`src/rtl/timer_counter_gp_if.sv`:
```
// Control/status bundle between the APB register block and timer_counter_gp.
// Direction-free names; the modports give each side its view.
interface timer_counter_gp_if #(
  parameter int WIDTH = 8,
  parameter int PSC_W = 4
);
  logic             en;
  logic             load;
  logic [WIDTH-1:0] ld_val;
  logic             dw;
  logic [PSC_W-1:0] psc;
  logic             auto_rld;
  logic [WIDTH-1:0] rld_val;
  logic             one_shot;
  logic [WIDTH-1:0] cmp_val;
  logic             irq_clr;
  logic [WIDTH-1:0] cnt_out;
  logic             tick_out;
  logic             ovf_flag;
  logic             cmp_flag;
  logic             done;
  logic             irq;

  modport master (
    output en, load, ld_val, dw, psc, auto_rld, rld_val, one_shot, cmp_val, irq_clr,
    input  cnt_out, tick_out, ovf_flag, cmp_flag, done, irq
  );

  modport slave (
    input  en, load, ld_val, dw, psc, auto_rld, rld_val, one_shot, cmp_val, irq_clr,
    output cnt_out, tick_out, ovf_flag, cmp_flag, done, irq
  );
endinterface

```
`src/rtl/timer_counter_gp.sv`:
```
// General-purpose up/down timer with prescaler tick, auto-reload, one-shot,
// compare match and sticky overflow/compare flags folded into irq.
module timer_counter_gp #(
  parameter int WIDTH = 8,
  parameter int PSC_W = 4
) (
  input logic               pclk,
  input logic               preset,
  timer_counter_gp_if.slave bus
);
  localparam logic [WIDTH-1:0] MAX     = '1;
  localparam logic [WIDTH-1:0] ONE     = WIDTH'(1);
  localparam logic [PSC_W-1:0] PSC_ONE = PSC_W'(1);

  logic [PSC_W-1:0] psc_cnt;
  logic [WIDTH-1:0] cnt_q;
  logic             tick_q;
  logic             ovf_q;
  logic             cmp_q;
  logic             done_q;

  logic             fire;
  logic             at_end;
  logic             term;
  logic             ovf_set;
  logic             cmp_set;
  logic [WIDTH-1:0] cnt_nxt;

  // Count value after one tick. A one-shot run parks on the terminal value,
  // both when stepping onto it and when already sitting there.
  function automatic logic [WIDTH-1:0] next_count(
    input logic [WIDTH-1:0] cur,
    input logic             down,
    input logic             stop,
    input logic             wrap,
    input logic             arld,
    input logic [WIDTH-1:0] rld
  );
    logic [WIDTH-1:0] res;
    if (stop)
      res = down ? '0 : MAX;
    else if (wrap)
      res = arld ? rld : (down ? MAX : '0);
    else
      res = down ? (cur - ONE) : (cur + ONE);
    return res;
  endfunction

  always_comb begin
    fire    = bus.en && !done_q && !bus.load && (psc_cnt >= bus.psc);
    at_end  = bus.dw ? (cnt_q == '0) : (cnt_q == MAX);
    term    = bus.one_shot &&
              (at_end || (bus.dw ? (cnt_q == ONE) : (cnt_q == MAX - ONE)));
    cnt_nxt = next_count(cnt_q, bus.dw, term, at_end, bus.auto_rld, bus.rld_val);
    ovf_set = fire && (term || at_end);
    cmp_set = fire && (cnt_nxt == bus.cmp_val);
  end

  always_ff @(posedge pclk) begin
    if (preset) begin
      cnt_q   <= '0;
      psc_cnt <= '0;
      tick_q  <= 1'b0;
      ovf_q   <= 1'b0;
      cmp_q   <= 1'b0;
      done_q  <= 1'b0;
    end else begin
      if (bus.load) begin
        cnt_q   <= bus.ld_val;
        psc_cnt <= '0;
        tick_q  <= 1'b0;
        done_q  <= 1'b0;
      end else if (!bus.en) begin
        psc_cnt <= '0;
        tick_q  <= 1'b0;
        done_q  <= 1'b0;
      end else if (done_q) begin
        tick_q  <= 1'b0;
      end else if (fire) begin
        cnt_q   <= cnt_nxt;
        psc_cnt <= '0;
        tick_q  <= 1'b1;
        if (term)
          done_q <= 1'b1;
      end else begin
        psc_cnt <= psc_cnt + PSC_ONE;
        tick_q  <= 1'b0;
      end
      // A flag set on the same edge as irq_clr takes precedence over the clear.
      ovf_q <= ovf_set || (ovf_q && !bus.irq_clr);
      cmp_q <= cmp_set || (cmp_q && !bus.irq_clr);
    end
  end

  assign bus.cnt_out  = cnt_q;
  assign bus.tick_out = tick_q;
  assign bus.ovf_flag = ovf_q;
  assign bus.cmp_flag = cmp_q;
  assign bus.done     = done_q;
  assign bus.irq      = ovf_q | cmp_q;
endmodule

```
`src/flat_wrapper.sv`:
```
// flat-port wrapper written by rule: the top's interface ports become plain ports
module timer_counter_gp_flat 
#(
  parameter int WIDTH = 8,
  parameter int PSC_W = 4
)
  (pclk, preset, bus_en, bus_load, bus_ld_val, bus_dw, bus_psc, bus_auto_rld, bus_rld_val, bus_one_shot, bus_cmp_val, bus_irq_clr, bus_cnt_out, bus_tick_out, bus_ovf_flag, bus_cmp_flag, bus_done, bus_irq);
  timer_counter_gp_if #(.WIDTH(WIDTH), .PSC_W(PSC_W)) bus_i ();
  input logic pclk;
  input logic preset;
  input wire logic [$bits(bus_i.en)-1:0] bus_en;
  input wire logic [$bits(bus_i.load)-1:0] bus_load;
  input wire logic [$bits(bus_i.ld_val)-1:0] bus_ld_val;
  input wire logic [$bits(bus_i.dw)-1:0] bus_dw;
  input wire logic [$bits(bus_i.psc)-1:0] bus_psc;
  input wire logic [$bits(bus_i.auto_rld)-1:0] bus_auto_rld;
  input wire logic [$bits(bus_i.rld_val)-1:0] bus_rld_val;
  input wire logic [$bits(bus_i.one_shot)-1:0] bus_one_shot;
  input wire logic [$bits(bus_i.cmp_val)-1:0] bus_cmp_val;
  input wire logic [$bits(bus_i.irq_clr)-1:0] bus_irq_clr;
  output wire logic [$bits(bus_i.cnt_out)-1:0] bus_cnt_out;
  output wire logic [$bits(bus_i.tick_out)-1:0] bus_tick_out;
  output wire logic [$bits(bus_i.ovf_flag)-1:0] bus_ovf_flag;
  output wire logic [$bits(bus_i.cmp_flag)-1:0] bus_cmp_flag;
  output wire logic [$bits(bus_i.done)-1:0] bus_done;
  output wire logic [$bits(bus_i.irq)-1:0] bus_irq;
  assign bus_i.en = bus_en;
  assign bus_i.load = bus_load;
  assign bus_i.ld_val = bus_ld_val;
  assign bus_i.dw = bus_dw;
  assign bus_i.psc = bus_psc;
  assign bus_i.auto_rld = bus_auto_rld;
  assign bus_i.rld_val = bus_rld_val;
  assign bus_i.one_shot = bus_one_shot;
  assign bus_i.cmp_val = bus_cmp_val;
  assign bus_i.irq_clr = bus_irq_clr;
  assign bus_cnt_out = bus_i.cnt_out;
  assign bus_tick_out = bus_i.tick_out;
  assign bus_ovf_flag = bus_i.ovf_flag;
  assign bus_cmp_flag = bus_i.cmp_flag;
  assign bus_done = bus_i.done;
  assign bus_irq = bus_i.irq;
  timer_counter_gp #(.WIDTH(WIDTH), .PSC_W(PSC_W)) u_core (.pclk(pclk), .preset(preset), .bus(bus_i));
endmodule
```
`config.mk`:
```
export PLATFORM = sky130hd
export DESIGN_NAME = timer_counter_gp_flat
export DESIGN_NICKNAME = d
export VERILOG_FILES = /design/src/rtl/timer_counter_gp_if.sv /design/src/rtl/timer_counter_gp.sv /design/src/flat_wrapper.sv
export SDC_FILE = /design/constraint.sdc
export NUM_CORES = 1
export LEC_CHECK = 0
export ABC_AREA = 1
export ABC_CLOCK_PERIOD_IN_PS = 2800
export CORE_MARGIN = 8
export CORE_UTILIZATION = 46
export CTS_CLUSTER_DIAMETER = 150
export DETAILED_ROUTE_END_ITERATION = 8
export PLACE_DENSITY = 0.79
export SETUP_SLACK_MARGIN = 0.5
export SLEW_MARGIN = 20
export SYNTH_ARGS = -nofsm -noshare
export SYNTH_HDL_FRONTEND = slang
export SYNTH_SLANG_ARGS = --single-unit
```
`constraint.sdc`:
```
create_clock -name pclk -period 2.8 [get_ports pclk]
set_input_delay 0.56 -clock pclk [delete_from_list [all_inputs] [get_ports pclk]]
set_output_delay 0.56 -clock pclk [all_outputs]
set_load 0.05 [all_outputs]
```
# Word-level counts from Yosys, hierarchy flattened
# Index checks and enable logic that the tools add are counted.
dict set report classes {
  addsub 3
  bitwise 2
  order_cmp 1
  n_eq_ne 5
  muxes 17
  reduce_logical 21
}
# cell count
set ops {}
lappend ops {{$mux 8} 10}
lappend ops {{$eq 8x8->1 const B} 2}
lappend ops {{$add 8x1->8 const B} 1}
lappend ops {{$eq 8x1->1 const B} 1}
lappend ops {{$eq 8x8->1} 1}
lappend ops {{$logic_and 1x1->1} 8}
lappend ops {{$logic_not 8->1} 1}
lappend ops {{$sub 8x1->8 const B} 1}
lappend ops {{$mux 1} 6}
lappend ops {{$add 4x1->4 const B} 1}
lappend ops {{$ge 4x4->1} 1}
lappend ops {{$logic_or 1x1->1} 4}
lappend ops {{$mux 4} 1}
lappend ops {{$reduce_bool 2->1} 2}
lappend ops {{$reduce_or 4->1} 1}
lappend ops {{$logic_not 1->1} 3}
lappend ops {{$reduce_and 3->1} 1}
lappend ops {{$reduce_or 3->1} 1}
lappend ops {{$ne 2x2->1 const B} 1}
lappend ops {{$not 1->1} 1}
lappend ops {{$or 1x1->1} 1}
dict set report word_totals {
  register_bits 16
  wordCells 55
  output_inout_bits 13
  inputBits 36
}

# Logic depth before layout (Yosys ltp)
# Gate-level depths: netlist of run 1.
dict set report logic_depth {
  word_depth 9
  depth_mapped 18
}

# Worst setup path before layout of run 1
# No wires, ideal clock.
dict set report synth_path {
  path_kind {reg2reg}
  from {reg u_core.cnt_q[0], in the netlist u_core.bus.cnt_out[0]}
  to {reg u_core.cmp_q, in the netlist u_core.bus.cmp_flag}
  setup_time_ns 0.065
  synth_period_minus_slack_ns 2.315
  path_stages_with_launch 18
  setup_slack_ns 0.485
  path_buffers 0
  required_time_ns 2.735
  t_arrival_ns 2.250
  cell_sequence {dfxtp_1 -> inv_1 -> ha_1 -> inv_1 -> nor2_1 -> nand2_1 -> nor2_2 -> nor2_4 -> nand2_4 -> nand2_2 -> nand2_1 -> nand3b_1 -> nand2_1 -> nor2_1 -> nand3_1 -> nor2_1 -> nor2_1 -> nor2_1}
}
dict set report synth_between {
  elab_chain_cells 8
}
# element line_no
set synth_rtl {}
lappend synth_rtl {{from (decl)} timer_counter_gp.sv:16} ;# logic [WIDTH-1:0] cnt_q;
lappend synth_rtl {{from (signal assigned)} timer_counter_gp.sv:69} ;# cnt_q <= bus.ld_val;
lappend synth_rtl {{from (signal assigned)} timer_counter_gp.sv:80} ;# cnt_q <= cnt_nxt;
lappend synth_rtl {{parallel branches: the longest is 4 deep, another holds $add 8x1->8} --}
lappend synth_rtl {{$mux 8 *} timer_counter_gp.sv:40} ;# if (stop)
lappend synth_rtl {{$eq 8x8->1 *} timer_counter_gp.sv:56} ;# cmp_set = fire && (cnt_nxt == bus.cmp_val);
lappend synth_rtl {{$logic_and 1x1->1 *} timer_counter_gp.sv:56}
lappend synth_rtl {{$logic_or 1x1->1 *} timer_counter_gp.sv:91} ;# cmp_q <= cmp_set || (cmp_q && !bus.irq_clr);
lappend synth_rtl {{to (signal assigned)} timer_counter_gp.sv:91}
lappend synth_rtl {{to (decl)} timer_counter_gp.sv:19} ;# logic cmp_q;
# Every way passes the cells marked *.
# A chain may end at the register's enable or synchronous reset.

# Worst setup path after layout of run 1
dict set report layout_path {
  from {reg u_core.cnt_q[2], in the netlist u_core.bus.cnt_out[2]}
  to {out bus_cnt_out[2]}
}
# element line_no
set layout_lines {}
lappend layout_lines {{to (decl)} flat_wrapper.sv:21} ;# output wire logic [$bits(bus_i.cnt_out)-1:0] bus_cnt_out;
# No word-level cell between the ends.

==> results.toml, run 1 <==
[logic_synthesis]
netlist_instances = 279
synth_area_per_cell_sq_um = 5.700
ys_seq_area_frac = 0.2014
synth_area_sq_mm = 0.001590
netlist.area_leader.share = 0.2360
synth_area_leaders = "nand2_1, dfxtp_1, nand3_1"
yosysTopAreaCell = "nand2_1"
ys_ff_latch = 16
synth-main-ff-cell = "dfxtp_1"
synth_warnings = 0
yosysUniqueCellTypes = 27
synth_fp_nets = 325
synth_edf_count = 0
synthArstFlopShare = 0

[global_route]
grt_pass1_wl_mm = 7.817
grt_pass1_vias = 1747
grt_overflow = 0
track_usage = 0.1745
grt_max_degree = 25
antenna_found_initial = 0

[power_and_ir_drop]
power_density_mw_per_mm2 = 306.8
fin_total_pwr_mw = 0.6863
leakage_nw = 1.082
ir_drop_mv = 0.1804

[status]
status = "complete, no violations"

[timing]
rsz0062_at_grt = "false"
slew_viol_final = 0
slew_headroom = 0.6464
worstMarginPinSlew_ns = 0.5287
finalSetupViolCount = 0
finalWorstSetupSlack_ns = 0.6004
fin_worst_skew_ns = 0.003423
min_period_ns = 2.200
final-hold-violation-count = 0
fin_crit_sh = 0.7856
clock.fmax_mhz = 454.6
fin_tns_setup_ns = 0

[clocking]
cts_tree = "yes"
root_buffer = "clkbuf_4"
htreeDepth = 1
clkTransAtPathRegs_ns = 0.09
clock_latency_ns = 0.28
cts_buffer_depth = 2
numCtsBuffers = 3
clock_sinks = 16

[final_layout]
drive_gt1_frac = 0.1088
synthToLayoutAreaGrowth_pct = 40.68
post-route-util = 0.6704
fillers = 332
antennaDiodeCount = 0
layout_common_cells = "nand2_1, clkdlybuf4s50_1, nand3_1, inv_1, nor2_1"
layout_commonest_cell = "nand2_1"
nets = 379

[setup_path]
path_max_fanout = 7
cp_cell_sequence = "clkdlybuf4s50_1"
reg2reg_to = "u_core.bus.cmp_flag$_SDFF_PP0_"
startpoint = "u_core.bus.cnt_out[2]$_SDFFE_PP0P_"
rr_worst_depth = 17
r2r-start = "u_core.bus.cnt_out[0]$_SDFFE_PP0P_"
crit_slowest_cell = "clkdlybuf4s50_1"
cp.required_ns = 2.24
worstSetupPathType = "flop to primary output"
cpPeakStageDelay_ns = 0.87
cp_num_cells = 1
setup.worst_path.end = "bus_cnt_out[2]"
rrSetupSlack_ns = 0.63
cp_top_family = "buffers and inverters"
worstSetupEndpointType = "primary output"
start_kind = "flop"
path_buf_inv = 1
crit_arrival_ns = 1.64

[placement]
io_buffers = 48
gp_congestion = 0.8802
hpwl_mm = 3.920
pre_cts_ws_ns = 0.1499

[floorplan]
fp.dieArea_sq_mm = 0.005594
coreArea_sq_mm = 0.003337
initial_core_util = 0.4766
io_pins = 49
chipWidth_microns = 74.80
die_y_microns = 74.80
row_count = 21

[flow_run]
cap_viol_max_count = 0

[drt]
vias = 1926
detail-route-antenna-nets = 0
routedWlPerCell_microns = 12.94
drt-total-wl_mm = 4.879
initialDrtViolationCount = 195
first_pass_iters = 4
drc = 0
vias_per_cell = 5.109

[min_path]
hold_path.class = "flop to flop"
==> where the power goes <==
part           internal (mW)  switching, mW
logic                  0.132          0.185
clock network         0.0500         0.0670
registers              0.236         0.0163
==> per-layer routing <==
layer  routed length, microns  part of all wire  GRT usage  up-vias
met5                        0                 0          0        -
met4                       19            0.0039    0.02609        0
met3                      422             0.086    0.04927        6
met2                     2199              0.45     0.2788       86
met1                     2236              0.46     0.2298      833
li1                         -                 -          -     1001
==> cell type report <==
class / instances / area (sq um) / share of cell area
multi-input combinational: 221 / 1149 / 0.5134
tap: 46 / 57.56 / 0.02573
clock buffer: 3 / 22.52 / 0.01007
timing repair buffer: 56 / 549.3 / 0.2455
sequential: 16 / 325.3 / 0.1454
inverter: 35 / 133.9 / 0.05984
==> synth_stat cells (3+ instances only) <==
master    number
nand2_1      100
nand3_1       37
inv_1         30
nor2_1        26
dfxtp_1       16
a21oi_1       11
ha_1          10
a31oi_1        8
o21ai_0        6
inv_2          4
buf_2          3
clkbuf_1       3
nand3b_1       3
nor2_2         3
==> cell families after synthesis <==
| kind of cell | share of synthesized area |
|---|---|
| buf+inv | 0.1156 |
| xor+xnor | 0.01102 |
| fa+ha+maj | 0.07868 |
| compound gates | 0.08970 |
| simple gates | 0.5035 |
| flops | 0.2014 |
==> flip-flops by register name, summed over array words and instances (netlist names) <==
register and flops:
u_core.bus.cnt_out 8, u_core.psc_cnt 4, u_core.bus.cmp_flag 1, u_core.bus.done 1
u_core.bus.ovf_flag 1, u_core.bus.tick_out 1
==> worst min-delay path by stage <==
| stage | to | start | slack, ns | cells past startpoint |
|---|---|---|---|---|
| floorplan | u_core.psc_cnt[0]$_SDFFE_PP0N_ | u_core.psc_cnt[0]$_SDFFE_PP0N_ | 0.45 | 2 |
| CTS | u_core.psc_cnt[0]$_SDFFE_PP0N_ | u_core.psc_cnt[0]$_SDFFE_PP0N_ | 0.48 | 2 |
| global route | u_core.psc_cnt[0]$_SDFFE_PP0N_ | u_core.psc_cnt[0]$_SDFFE_PP0N_ | 0.53 | 2 |
| finish | u_core.psc_cnt[0]$_SDFFE_PP0N_ | u_core.psc_cnt[0]$_SDFFE_PP0N_ | 0.48 | 2 |
| global placement | u_core.psc_cnt[0]$_SDFFE_PP0N_ | u_core.psc_cnt[0]$_SDFFE_PP0N_ | 0.47 | 2 |
| detailed placement | u_core.psc_cnt[0]$_SDFFE_PP0N_ | u_core.psc_cnt[0]$_SDFFE_PP0N_ | 0.47 | 2 |
==> stage by stage <==
step | cell area, sq um | hold slack (ns) | instances
floorplan | 1592 | 0.4536 | 279
global placement | 2122 | 0.4673 | 370
detailed placement | 2122 | 0.4704 | 370
CTS | 2145 | 0.4822 | 373
global route | 2237 | 0.5295 | 377
finish | 2237 | 0.4806 | 377
==> what timing repair did <==
item	4_1_cts	5_1_grt
gates resized for setup	1	17
endpoints found under the setup margin	4	10
buffers inserted	0	2
pin swaps	0	5
hold buffers	0	0
gates cloned	0	2
Note: power is estimated with default switching activity, not from simulation.
==> run 2: changes to the inputs <==
--- a/config.mk
+++ b/config.mk
@@ -6,7 +6,7 @@
 export NUM_CORES = 1
 export LEC_CHECK = 0
 export ABC_AREA = 1
-export ABC_CLOCK_PERIOD_IN_PS = 2800
+export ABC_CLOCK_PERIOD_IN_PS = 2200
 export CORE_MARGIN = 8
 export CORE_UTILIZATION = 46
 export CTS_CLUSTER_DIAMETER = 150
==> constraint.sdc (replaced) <==
create_clock -name pclk -period 2.2 [get_ports pclk]
set_input_delay 0.44 -clock pclk [delete_from_list [all_inputs] [get_ports pclk]]
set_output_delay 0.44 -clock pclk [all_outputs]
set_load 0.05 [all_outputs]
==> results.toml, run 2 (synthesis results as in run 1) <==
[placement]
io_buffers = 48
place_area_sq_mm = 0.002318
gp_congestion = 0.8880
dpl.cell_count = 388
hpwl_mm = 3.957

[final_layout]
antennaDiodeCount = 0
layout_common_cells = "nand2_1, clkdlybuf4s50_1, nand3_1, buf_4, nor2_1"
layout_commonest_cell = "nand2_1"
stdcell_area_sq_mm = 0.002683
nets = 409
drive_gt1_frac = 0.3260
synthToLayoutAreaGrowth_pct = 68.69
largest_reg_flops = 8
fin_cells = 408

[setup_path]
path_max_fanout = 9
cp.required_ns = 2.45
crit_arrival_ns = 2.33
rr_worst_depth = 17
cp_cell_sequence = "inv_4 -> ha_4 -> inv_2 -> nor2_2 -> nand2_1 -> nor2_2 -> nor2_4 -> nand2_8 -> nand3_4 -> nand2_1 -> nand2_1 -> nand2_1 -> nor2_1 -> nand3_1 -> nor2_1 -> nor2_1 -> nor2_1"
crit_slowest_cell = "dfxtp_4"
start_kind = "flop"
worstSetupEndpointType = "flop"
worstSetupPathType = "flop to flop"
r2r-start = "u_core.bus.cnt_out[0]$_SDFFE_PP0P_"
cpPeakStageDelay_ns = 0.42
reg2reg_to = "u_core.bus.cmp_flag$_SDFF_PP0_"
rrSetupSlack_ns = 0.12

[power_and_ir_drop]
ir_drop_mv = 0.3267
power.switching_mw = 0.4294
power_density_mw_per_mm2 = 396.4
intPower_mw = 0.6338
clkPwrFrac = 0.194
p_comb_frac = 0.503
p_seq_frac = 0.303
switching_share = 0.4039
leakage_nw = 1.266

[global_route]
grt_overflow = 0
track_usage = 0.2032
grt_pass1_vias = 1959
grt_max_degree = 11
antenna_found_initial = 0
grt_pass1_wl_mm = 8.990

[floorplan]
chipWidth_microns = 74.80
die_y_microns = 74.80
io_pins = 49
fp.dieArea_sq_mm = 0.005594
row_count = 21
initial_core_util = 0.4766
coreArea_sq_mm = 0.003337

[drt]
initialDrtViolationCount = 301
drc = 0
first_pass_iters = 5
vias_per_cell = 5.353
routedWlPerCell_microns = 14.98
detail-route-antenna-nets = 0
drt-total-wl_mm = 6.110
vias = 2184

[flow_run]
cap_viol_max_count = 0

[timing]
slew_viol_final = 0
slew_headroom = 0.5917
worstMarginPinSlew_ns = 0.6106
fin_crit_sh = 0.9452
fin_worst_skew_ns = 0.001689
final-hold-violation-count = 0
min_period_ns = 2.079
clock.fmax_mhz = 480.9
rsz0062_at_grt = "true"
finalSetupViolCount = 0

[min_path]
hold_path.class = "flop to flop"
min_to = "u_core.bus.ovf_flag$_SDFF_PP0_"
worstHoldPathCells = 2
hp-start = "u_core.bus.ovf_flag$_SDFF_PP0_"

[clocking]
clock_sinks = 16
clkTransAtPathRegs_ns = 0.10
numCtsBuffers = 3
cts_tree = "yes"
clock_latency_ns = 0.30
cts_buffer_depth = 2
root_buffer = "clkbuf_4"
htreeDepth = 1

[status]
status = "complete, no violations"
[run 2: cell types whose count changed in the layout (fill, tap and decap cells not counted), sizes merged]
cell	delta
clkdlybuf4s15	+4
clkdlybuf4s50	-16
dlygate4sd2	+8
dlymetal6s2s	-2
clkbuf	+6
buf	+30
nand3	+1
[run 2: cell type report]
class | count | area (sq um)
clock buffer | 4 | 36.28
fill | 233 | 654.4
inverter | 35 | 138.9
multi-input combinational | 222 | 1345
sequential | 16 | 344.1
tap | 46 | 57.56
timing repair buffer | 85 | 760.7
[run 2: through the flow]
step	power [mW]	hold slack, ns	setup TNS (ns)	utilization	worst slack (ns)
2_1_floorplan	0.5710	0.4536	0	-	0.3410
3_3_place_gp	0.7460	0.4680	-0.9115	0.6948	-0.1774
3_5_place_dp	0.7523	0.4717	-1.368	0.6948	-0.2048
4_1_cts	1.008	0.4857	0	0.7803	0.2336
5_1_grt	1.119	0.5390	0	0.8039	0.01624
6_report	1.063	0.4953	0	0.8039	0.1206
[run 2: metal layers]
| layer | vias to the layer above | GRT usage | share of wire |
|---|---|---|---|
| met1 | 996 | 0.2611 | 0.42 |
| met4 | 0 | 0.07174 | 0.027 |
| li1 | 1066 | - | - |
| met2 | 104 | 0.3253 | 0.48 |
| met5 | - | 0 | 0 |
| met3 | 18 | 0.04261 | 0.075 |
[run 2: how the worst max path moves through the flow]
stage                                            start                             end  slack, ns
floorplan           u_core.bus.cnt_out[0]$_SDFFE_PP0P_  u_core.bus.cmp_flag$_SDFF_PP0_       0.34
finish              u_core.bus.cnt_out[0]$_SDFFE_PP0P_  u_core.bus.cmp_flag$_SDFF_PP0_       0.12
global placement                                bus_dw  u_core.bus.cmp_flag$_SDFF_PP0_      -0.18
detailed placement                              bus_dw  u_core.bus.cmp_flag$_SDFF_PP0_      -0.20
CTS                 u_core.bus.cnt_out[0]$_SDFFE_PP0P_  u_core.bus.cmp_flag$_SDFF_PP0_       0.23
global route        u_core.bus.cnt_out[0]$_SDFFE_PP0P_  u_core.bus.cmp_flag$_SDFF_PP0_       0.02
[run 2: critical path: cells and delay by family, from the launching register on]
kind | cells | cell delay, ns
and+or+nand+nor | 14 | 1.32
buffers and inverters | 2 | 0.10
DFF | 1 | 0.42
adders and majority gates | 1 | 0.16
[run 2: what timing repair did]
action | in CTS | in global routing
buffers inserted | 8 | 5
gates cloned | 3 | 0
setup endpoints to repair | 28 | 23
hold buffers | 0 | 0
gates resized for setup | 67 | 33
pin swaps | 35 | 19
[run 2: power groups by stage]
stage,combinational [mW],sequential [mW],clock [mW]
after floorplan,0.217,0.354,0
after global placement,0.416,0.330,0
after detailed placement,0.423,0.330,0
after CTS,0.480,0.322,0.207
after global routing,0.573,0.324,0.221
final,0.535,0.322,0.207
==> run 3: changes to the inputs <==
--- a/config.mk
+++ b/config.mk
@@ -6,7 +6,7 @@
 export NUM_CORES = 1
 export LEC_CHECK = 0
 export ABC_AREA = 1
-export ABC_CLOCK_PERIOD_IN_PS = 2200
+export ABC_CLOCK_PERIOD_IN_PS = 2400
 export CORE_MARGIN = 8
 export CORE_UTILIZATION = 46
 export CTS_CLUSTER_DIAMETER = 150
==> constraint.sdc (replaced) <==
create_clock -name pclk -period 2.4 [get_ports pclk]
set_input_delay 0.48 -clock pclk [delete_from_list [all_inputs] [get_ports pclk]]
set_output_delay 0.48 -clock pclk [all_outputs]
set_load 0.05 [all_outputs]
==> results.toml, run 3 (synthesis results as in run 1) <==
[final_layout]
fillers = 251
layout_commonest_cell = "nand2_1"
synthToLayoutAreaGrowth_pct = 60.35
largest_reg_flops = 8
drive_gt1_frac = 0.2521
layout_common_cells = "nand2_1, nand3_1, buf_4, clkdlybuf4s50_1, nor2_1"
nets = 408
stdcell_area_sq_mm = 0.002550
antennaDiodeCount = 0

[timing]
slew_viol_final = 0
fin_crit_sh = 0.9132
min_period_ns = 2.192
slew_headroom = 0.6587
final-hold-violation-count = 0
clock.fmax_mhz = 456.3
rsz0062_at_grt = "true"
finalSetupViolCount = 0
fin_worst_skew_ns = 0.001299
worstMarginPinSlew_ns = 0.5111

[floorplan]
die_y_microns = 74.80
row_count = 21
fp.dieArea_sq_mm = 0.005594
chipWidth_microns = 74.80
initial_core_util = 0.4766
io_pins = 49
coreArea_sq_mm = 0.003337

[global_route]
track_usage = 0.1910
grt_overflow = 0
grt_pass1_wl_mm = 8.549
grt_pass1_vias = 1934
grt_max_degree = 11
antenna_found_initial = 0

[min_path]
hold_path.class = "flop to flop"
min_to = "u_core.psc_cnt[0]$_SDFFE_PP0N_"
hp-start = "u_core.psc_cnt[0]$_SDFFE_PP0N_"
worstHoldPathCells = 2

[flow_run]
cap_viol_max_count = 0

[setup_path]
cpPeakStageDelay_ns = 0.41
critPathMostFrequentCell = "nor2_1"
cp_cell_sequence = "inv_4 -> ha_4 -> inv_1 -> nor2_1 -> nand2_1 -> nor2_2 -> nor2_4 -> nand2_4 -> nand3_4 -> buf_4 -> nand2_1 -> nand2_1 -> nand2_1 -> nor2_1 -> nand3_1 -> nor2_1 -> nor2_1 -> nor2_1"
start_kind = "flop"
reg2reg_to = "u_core.bus.cmp_flag$_SDFF_PP0_"
crit_arrival_ns = 2.43
worstSetupPathType = "flop to flop"
startpoint = "u_core.bus.cnt_out[0]$_SDFFE_PP0P_"
worstSetupEndpointType = "flop"
rr_worst_depth = 18
rrSetupSlack_ns = 0.21
r2r-start = "u_core.bus.cnt_out[0]$_SDFFE_PP0P_"
cp.required_ns = 2.64
crit_slowest_cell = "dfxtp_4"
path_max_fanout = 6

[clocking]
numCtsBuffers = 3
root_buffer = "clkbuf_4"
clkTransAtPathRegs_ns = 0.09
hold_buffers = 0
cts_buffer_depth = 2
cts_tree = "yes"
clock_sinks = 16
clock_latency_ns = 0.29
htreeDepth = 1

[power_and_ir_drop]
leakage_nw = 1.303
ir_drop_mv = 0.2275
fin_total_pwr_mw = 0.9124
power_density_mw_per_mm2 = 357.8

[drt]
detail-route-antenna-nets = 0
first_pass_iters = 5
drt-total-wl_mm = 5.913
vias_per_cell = 5.410
vias = 2202
initialDrtViolationCount = 268
drc = 0
routedWlPerCell_microns = 14.53

[placement]
gp_congestion = 0.9351
place_area_sq_mm = 0.002236
hpwl_mm = 4.052
io_buffers = 48

[status]
status = "complete, no violations"
run 3: layout make-up:
type / instances / area (sq um) / share of cell area
Sequential cell: 16 / 341.6 / 0.1340
Multi-Input combinational cell: 221 / 1209 / 0.4740
Tap cell: 46 / 57.56 / 0.02257
Timing Repair Buffer: 85 / 767.0 / 0.3008
Clock buffer: 4 / 36.28 / 0.01423
Inverter: 35 / 138.9 / 0.05446
run 3: critical path: cells and delay by family (launching register included):
family	cells	cell delay, ns
adder cells (fa/ha/maj)	1	0.16
flip-flops	1	0.41
AND/OR/NAND/NOR	14	1.30
buffers and inverters	3	0.24
run 3: layer usage:
layer  global-route usage  part of all wire  wire length (microns)  vias up
met1               0.2330              0.41                   2406      991
met3              0.04261             0.086                    510       23
met2               0.3243              0.47                   2791      129
met4              0.05652             0.035                    205        0
li1                     -                 -                      -     1059
met5                    0                 0                      0        -
run 3: timing repair:
item / in CTS / in global routing
gates cloned: 2 / 0
setup buffers: 5 / 14
pin swaps: 7 / 9
endpoints found under the setup margin: 21 / 15
gates resized for setup: 25 / 32
run 3: per-stage QoR:
step | hold slack [ns] | util | worst slack [ns] | setup TNS [ns] | instances
after floorplan | 0.4536 | - | 0.5170 | 0 | 279
after CTS | 0.4868 | 0.7064 | 0.3497 | 0 | 393
after detailed placement | 0.4734 | 0.6700 | -0.06758 | -0.06758 | 382
after global placement | 0.4668 | 0.6700 | -0.03845 | -0.03845 | 382
after global routing | 0.5079 | 0.7642 | 0.04550 | 0 | 407
final | 0.4844 | 0.7642 | 0.2084 | 0 | 407
run 3: worst max path at each step:
stage                                     end  depth (start not counted)  slack, ns
2_1_floorplan  u_core.bus.cmp_flag$_SDFF_PP0_                         17       0.52
3_3_place_gp   u_core.bus.cmp_flag$_SDFF_PP0_                         15      -0.04
3_5_place_dp   u_core.bus.cmp_flag$_SDFF_PP0_                         16      -0.07
4_1_cts        u_core.bus.cmp_flag$_SDFF_PP0_                         17       0.35
5_1_grt        u_core.bus.cmp_flag$_SDFF_PP0_                         18       0.05
6_report       u_core.bus.cmp_flag$_SDFF_PP0_                         18       0.21
run 3: report_power, final:
part | switching, mW | total [mW] | internal, mW
combinational | 0.243 | 0.437 | 0.194
clock | 0.0880 | 0.180 | 0.0925
sequential | 0.0198 | 0.295 | 0.275
total | 0.351 | 0.912 | 0.562
